$ cat src/rtl/gpu_draw_pkg.sv
// Shared types and constants for the line-draw engine arbiter.
package gpu_draw_pkg;

  localparam int NUM_REQ = 3;
  localparam int COORD_W = 8;
  localparam int TMO_W   = 12;
  localparam logic [TMO_W-1:0] TIMEOUT_MAX = 12'd4095;

  typedef enum logic [1:0] {
    IDLE = 2'd0,
    DRAW = 2'd1,
    GAP  = 2'd2
  } state_t;

  // Round-robin pointer moves to the requester just after the one served.
  function automatic logic [1:0] next_ptr(input logic [NUM_REQ-1:0] g);
    logic [1:0] p;
    p = 2'd0;
    if (g[0]) p = 2'd1;
    else if (g[1]) p = 2'd2;
    return p;
  endfunction

endpackage

$ cat src/rtl/draw_arbiter_rr_pick.sv
// Combinational round-robin picker: first active request at or after ptr, wrapping modulo NUM_REQ.
module rr_pick
  import gpu_draw_pkg::*;
(
  input  logic [NUM_REQ-1:0] req,
  input  logic [1:0]         ptr,
  output logic [NUM_REQ-1:0] gnt,
  output logic               valid
);

  logic [1:0] idx;

  always_comb begin
    // NOTE: every output gets a default before the search so no latch is inferred.
    gnt   = '0;
    valid = 1'b0;
    idx   = 2'd0;
    for (int i = 0; i < NUM_REQ; i++) begin
      idx = 2'((int'(ptr) + i) % NUM_REQ);
      if (!valid && req[idx]) begin
        gnt[idx] = 1'b1;
        valid    = 1'b1;
      end
    end
  end

endmodule

$ cat src/rtl/draw_arbiter.sv
// Round-robin arbiter sharing one line-draw engine among three requesters.
// Optional watchdog abort when DRAW_ARB_TIMEOUT_EN is defined.
module draw_arbiter
  import gpu_draw_pkg::*;
(
  input  logic                 clk,
  input  logic                 n_rst,
  input  logic [NUM_REQ-1:0]   req,
  input  logic [32*NUM_REQ-1:0] coord_in,
  input  logic                 draw_done,
  output logic [COORD_W-1:0]   x0,
  output logic [COORD_W-1:0]   y0,
  output logic [COORD_W-1:0]   x1,
  output logic [COORD_W-1:0]   y1,
  output logic                 draw_en,
  output logic [NUM_REQ-1:0]   grant,
  output logic [NUM_REQ-1:0]   done,
  output logic                 busy,
  output logic                 timeout_err
);

  state_t             state;
  logic [1:0]         ptr;
  logic [31:0]        seg;
  logic [NUM_REQ-1:0] pick_gnt;
  logic               pick_valid;
  logic [31:0]        pick_seg;
  logic               tmo_hit;

  rr_pick u_rr_pick (
    .req   (req),
    .ptr   (ptr),
    .gnt   (pick_gnt),
    .valid (pick_valid)
  );

  always_comb begin
    pick_seg = '0;
    for (int i = 0; i < NUM_REQ; i++) begin
      if (pick_gnt[i]) pick_seg = pick_seg | coord_in[32*i +: 32];
    end
  end

`ifdef DRAW_ARB_TIMEOUT_EN
  logic [TMO_W-1:0] tmo_cnt;

  assign tmo_hit = (state == DRAW) && (tmo_cnt == TIMEOUT_MAX);

  always_ff @(posedge clk or negedge n_rst) begin
    if (!n_rst) begin
      tmo_cnt     <= '0;
      timeout_err <= 1'b0;
    end else begin
      if (state == DRAW) tmo_cnt <= tmo_cnt + 1'b1;
      else               tmo_cnt <= '0;
      // A draw_done arriving on the last allowed cycle is a normal completion.
      timeout_err <= tmo_hit && !draw_done;
    end
  end
`else
  assign tmo_hit     = 1'b0;
  assign timeout_err = 1'b0;
`endif

  always_ff @(posedge clk or negedge n_rst) begin
    if (!n_rst) begin
      state <= IDLE;
      ptr   <= 2'd0;
      seg   <= '0;
      grant <= '0;
      done  <= '0;
    end else begin
      // NOTE: sequential state uses non-blocking assignments so every register sees pre-edge values.
      case (state)
        IDLE: begin
          if (pick_valid) begin
            seg   <= pick_seg;
            grant <= pick_gnt;
            state <= DRAW;
          end
        end
        DRAW: begin
          if (draw_done || tmo_hit) begin
            seg   <= '0;
            done  <= grant;
            ptr   <= next_ptr(grant);
            state <= GAP;
          end
        end
        GAP: begin
          grant <= '0;
          done  <= '0;
          state <= IDLE;
        end
        default: state <= IDLE;
      endcase
    end
  end

  // The latch is only non-zero while in DRAW, so endpoints need no extra gating.
  assign x0      = seg[COORD_W-1:0];
  assign y0      = seg[2*COORD_W-1:COORD_W];
  assign x1      = seg[3*COORD_W-1:2*COORD_W];
  assign y1      = seg[4*COORD_W-1:3*COORD_W];
  assign draw_en = (state == DRAW);
  assign busy    = (state != IDLE);

endmodule

$ cat config.mk
export PLATFORM = sky130hd
export DESIGN_NAME = draw_arbiter
export DESIGN_NICKNAME = d
export VERILOG_FILES = /design/src/rtl/gpu_draw_pkg.sv /design/src/rtl/draw_arbiter_rr_pick.sv /design/src/rtl/draw_arbiter.sv
export SDC_FILE = /design/constraint.sdc
export NUM_CORES = 1
export LEC_CHECK = 0
export BUFFER_PORTS_ARGS = -buffer_cell sky130_fd_sc_hd__buf_2
export CAP_MARGIN = 10
export CORE_MARGIN = 5
export CORE_UTILIZATION = 25
export DETAILED_ROUTE_END_ITERATION = 7
export SETUP_SLACK_MARGIN = 0.3
export SLEW_MARGIN = 20
export SYNTH_ARGS = -nofsm -noshare
export SYNTH_HDL_FRONTEND = slang
export SYNTH_SLANG_ARGS = --single-unit
$ cat constraint.sdc
create_clock -name clk -period 2.6 [get_ports clk]
set_input_delay 0.13 -clock clk [delete_from_list [all_inputs] [get_ports clk]]
set_output_delay 0.13 -clock clk [all_outputs]
set_load 0.02 [all_outputs]
==> summary.md <==
| Metric | Value |
|---|---|
| Drt drc | `0` |
| Initial Utilization | `between 20% and 30%` |
| Netlist Area Pre-Place | `about 2400 µm²` |
| Number of synthesized flops with an enable pin | `0` |
| Max_slew headroom | `a little under two thirds` |
| DRT iter0 DRCs | `around 140` |
| Critical path launch point type | `register` |
| Core Area | `between 9000 and 10000 µm²` |
| DIE AREA | `11800 µm²` |
| Final hold vios | `0` |
| Power per cell area | `1380 nW/µm²` |
| Synth warnings | `0` |
| Die width | `108 µm` |
| Final slew viol count | `0` |
| CP arrival | `between 2 and 3 ns` |
| Area grow syn2layout | `46.4%` |
| Wire length per cell | `17.3 µm` |
| IO Count | `roughly 140` |
| Die Ht | `between 100 and 150 µm` |
| Fin Hold WS | `between 0.05 and 0.06 ns` |
| Synth area leaders | `dfrtp_1 43%, a221o_1 13%, a32o_1 13%` |
| Top cell type by total area after synthesis | `dfrtp_1` |
| Outcome | `completed` |
| # nets final | `~470` |
| Gr ovfl total | `0` |
| Largest net degree at the start of global routing | `between 40 and 50` |
| Final period util | `between 90 and 100%` |
| Worst Tran Pin Value | `between 0.5 and 0.6 ns` |
| Worst endpoint required time | `between 2 and 3 ns` |
| Num CTS Buffers | `5` |
| Vias per cell | `5.06` |
| R2R Path End | `seg[21]$_DFFE_PN0P_` |
| Row count | `36` |
| Hold path depth | `2` |
| Post-route ant nets | `0` |
| First-pass GRT wire length | `about 13000 µm` |
| 1st-pass router iterations | `4` |
| Synth unique cells | `45` |
| Register area share after synthesis | `roughly 43%` |
| Antenna violations before repair | `0` |
| Avg Cell Area, Syn | `about 11 µm²` |
| Post-Syn Nets | `between 300 and 400` |
| Most numerous cell in the Yosys netlist | `dfrtp_1` |
| Maximum buffer depth of the clock tree | `2` |
| Post-Layout Cell Count | `around 490` |
| Total of max-cap violations | `0` |
| Post-DP HPWL | `5860 µm` |
| Worst hold endpoint | `seg[0]$_DFFE_PN0P_` |
| RSZ-0062 raised after global routing | `true` |
| Worst vdd ir | `~0.00035 V` |
| Cell Count Post-Placement | `~480` |
| H-tree levels | `2` |
| Vias in the first global route | `approximately 2.6k` |
| Total wire length | `about 8500 µm` |
| Synthesis-stage register bit count | `42` |
| Gr usage total | `approximately 15%` |
| Critical path peak fanout | `12` |
| TritonCTS clock tree | `yes` |
| Crit end category | `register` |
| Async set or reset register ratio after synthesis | `between 90% and 100%` |
| LEAKAGE | `approximately 0.0017 µW` |
| ANT cells | `0` |
| FF-to-FF setup slack | `approximately 0.26 ns` |
| FF-to-FF path depth | `7` |
| Ratio of cells with drive above 1 in the final layout | `between 50 and 60%` |
| FMAX | `around 0.43 GHz` |
| CP Class | `reg2reg` |
| Setup violators final | `0` |
| Worst-path clk slew | `about 0.08 ns` |
| Clock sink count | `42` |
| Root Driver | `clkbuf_8` |
| Routability Congestion | `~0.84` |
| Min-Delay Path Class | `in2reg` |
| Hold path startpoint | `coord_in[64]` |
| R2R Path Start | `ptr[1]$_DFFE_PN0P_` |
| Top cells by count, synth | `42 x dfrtp_1, 31 x a221o_1, 31 x a32o_1, 11 x inv_1, 10 x nand2_1` |
| Setup skew after layout | `0.00216 ns` |
| Worst skew pair latency | `approximately 0.3 ns` |
| Main synth FF type | `dfrtp_1` |
| Port bufs | `about 140` |
| Cells after Synth | `between 200 and 250` |
| Vias | `roughly 2.5k` |
| Final min period | `around 2.3 ns` |
| Synth top area share | `a little over two fifths` |
timing repair:
| action | in CTS | in global routing |
|---|---|---|
| gates resized for setup | 15 | 5 |
| hold buffers | 0 | 1 |
| hold endpoints to repair | 0 | 42 |
| pin swaps | 2 | 5 |
| cloned | 1 | 0 |
| endpoints found under the setup margin | 34 | 31 |
| buffers inserted | 7 | 0 |
cell usage in the layout (no fill, tap or decap), types with 2 or more instances in the layout:
master,synthesis,routed
buf_2,5,140
dfrtp_1,42,41
a32o_1,31,31
a221o_1,31,31
buf_4,1,16
nand2_1,10,10
inv_1,11,9
nor2_1,7,7
o21ai_0,6,6
clkbuf_8,0,6
a21oi_1,6,5
nor2b_1,3,3
a21o_1,3,3
a21oi_4,0,3
ha_4,0,3
inv_2,0,2
mux2_2,2,2
o211ai_1,2,2
a211o_1,2,2
o31ai_4,0,2
buf_12,0,2
buf_6,9,2
where the power goes:
part | internal (µW) | switching (µW)
sequential | 938 | 175
clock | 215 | 234
combinational | 1490 | 1860
cell families (layout without fill, tap and decap cells):
kind of cell | after synthesis | in the layout | synth area share (%)
adder cells (fa/ha/maj) | 4 | 4 | 2.06
AND/OR/NAND/NOR | 29 | 29 | 6.19
flip-flops | 42 | 42 | 43.3
AO/OA/AOI/OAI | 98 | 99 | 37.6
buffers and inverters | 33 | 180 | 8.31
multiplexers | 5 | 5 | 2.37
other | 1 | 1 | 0.155
final cells by class:
type / count / area (µm²)
fillers: 983 / 6040
multi-input cells: 138 / 1310
flip-flops and latches: 42 / 1050
repair buffers: 161 / 893
well taps: 133 / 166
clock buffers: 7 / 86.3
inverters: 11 / 41.3
clock inverters: 1 / 5.00
worst max-delay path, stage by stage (launching register included):
cell	delay (ns)
dfrtp_2	0.46
ha_4	0.36
mux2_4	0.32
mux2_2	0.29
nand3_2	0.17
a21oi_4	0.08
buf_4	0.20
a221o_1	0.36
routing by layer:
layer	track usage [%]	routed length, µm
met5	0	0
met4	5.32	151
met3	2.81	497
met2	25.0	4290
met1	18.3	3610
worst max-delay path by stage:
stage,startpoint,to,slack (ns)
2_1_floorplan,ptr[0]$_DFFE_PN0P_,seg[0]$_DFFE_PN0P_,0.34
3_3_place_gp,ptr[0]$_DFFE_PN0P_,seg[21]$_DFFE_PN0P_,-0.03
3_5_place_dp,ptr[0]$_DFFE_PN0P_,seg[21]$_DFFE_PN0P_,-0.10
4_1_cts,ptr[1]$_DFFE_PN0P_,seg[3]$_DFFE_PN0P_,0.27
5_1_grt,ptr[1]$_DFFE_PN0P_,seg[21]$_DFFE_PN0P_,0.17
6_report,ptr[1]$_DFFE_PN0P_,seg[21]$_DFFE_PN0P_,0.26
sequential cells by signal, summed over array words and instances, names as in the netlist:
signal and cells:
grant 3, seg 32, ptr 2, state 2
done 3
stage by stage:
step                      cell area, µm²  setup TNS (ns)  utilization (%)  power (µW)  setup slack [ns]
final                               3550               0             37.0        4910             0.259
after global routing                3550               0             37.0        5290             0.170
after CTS                           3520               0             36.7        4920             0.269
after detailed placement            3280           -2.48             34.2        4190            -0.103
after global placement              3280          -0.818             34.2        4130           -0.0297
after floorplan                     2420               0                -        3290             0.340
(Power assumes the default switching activity.)
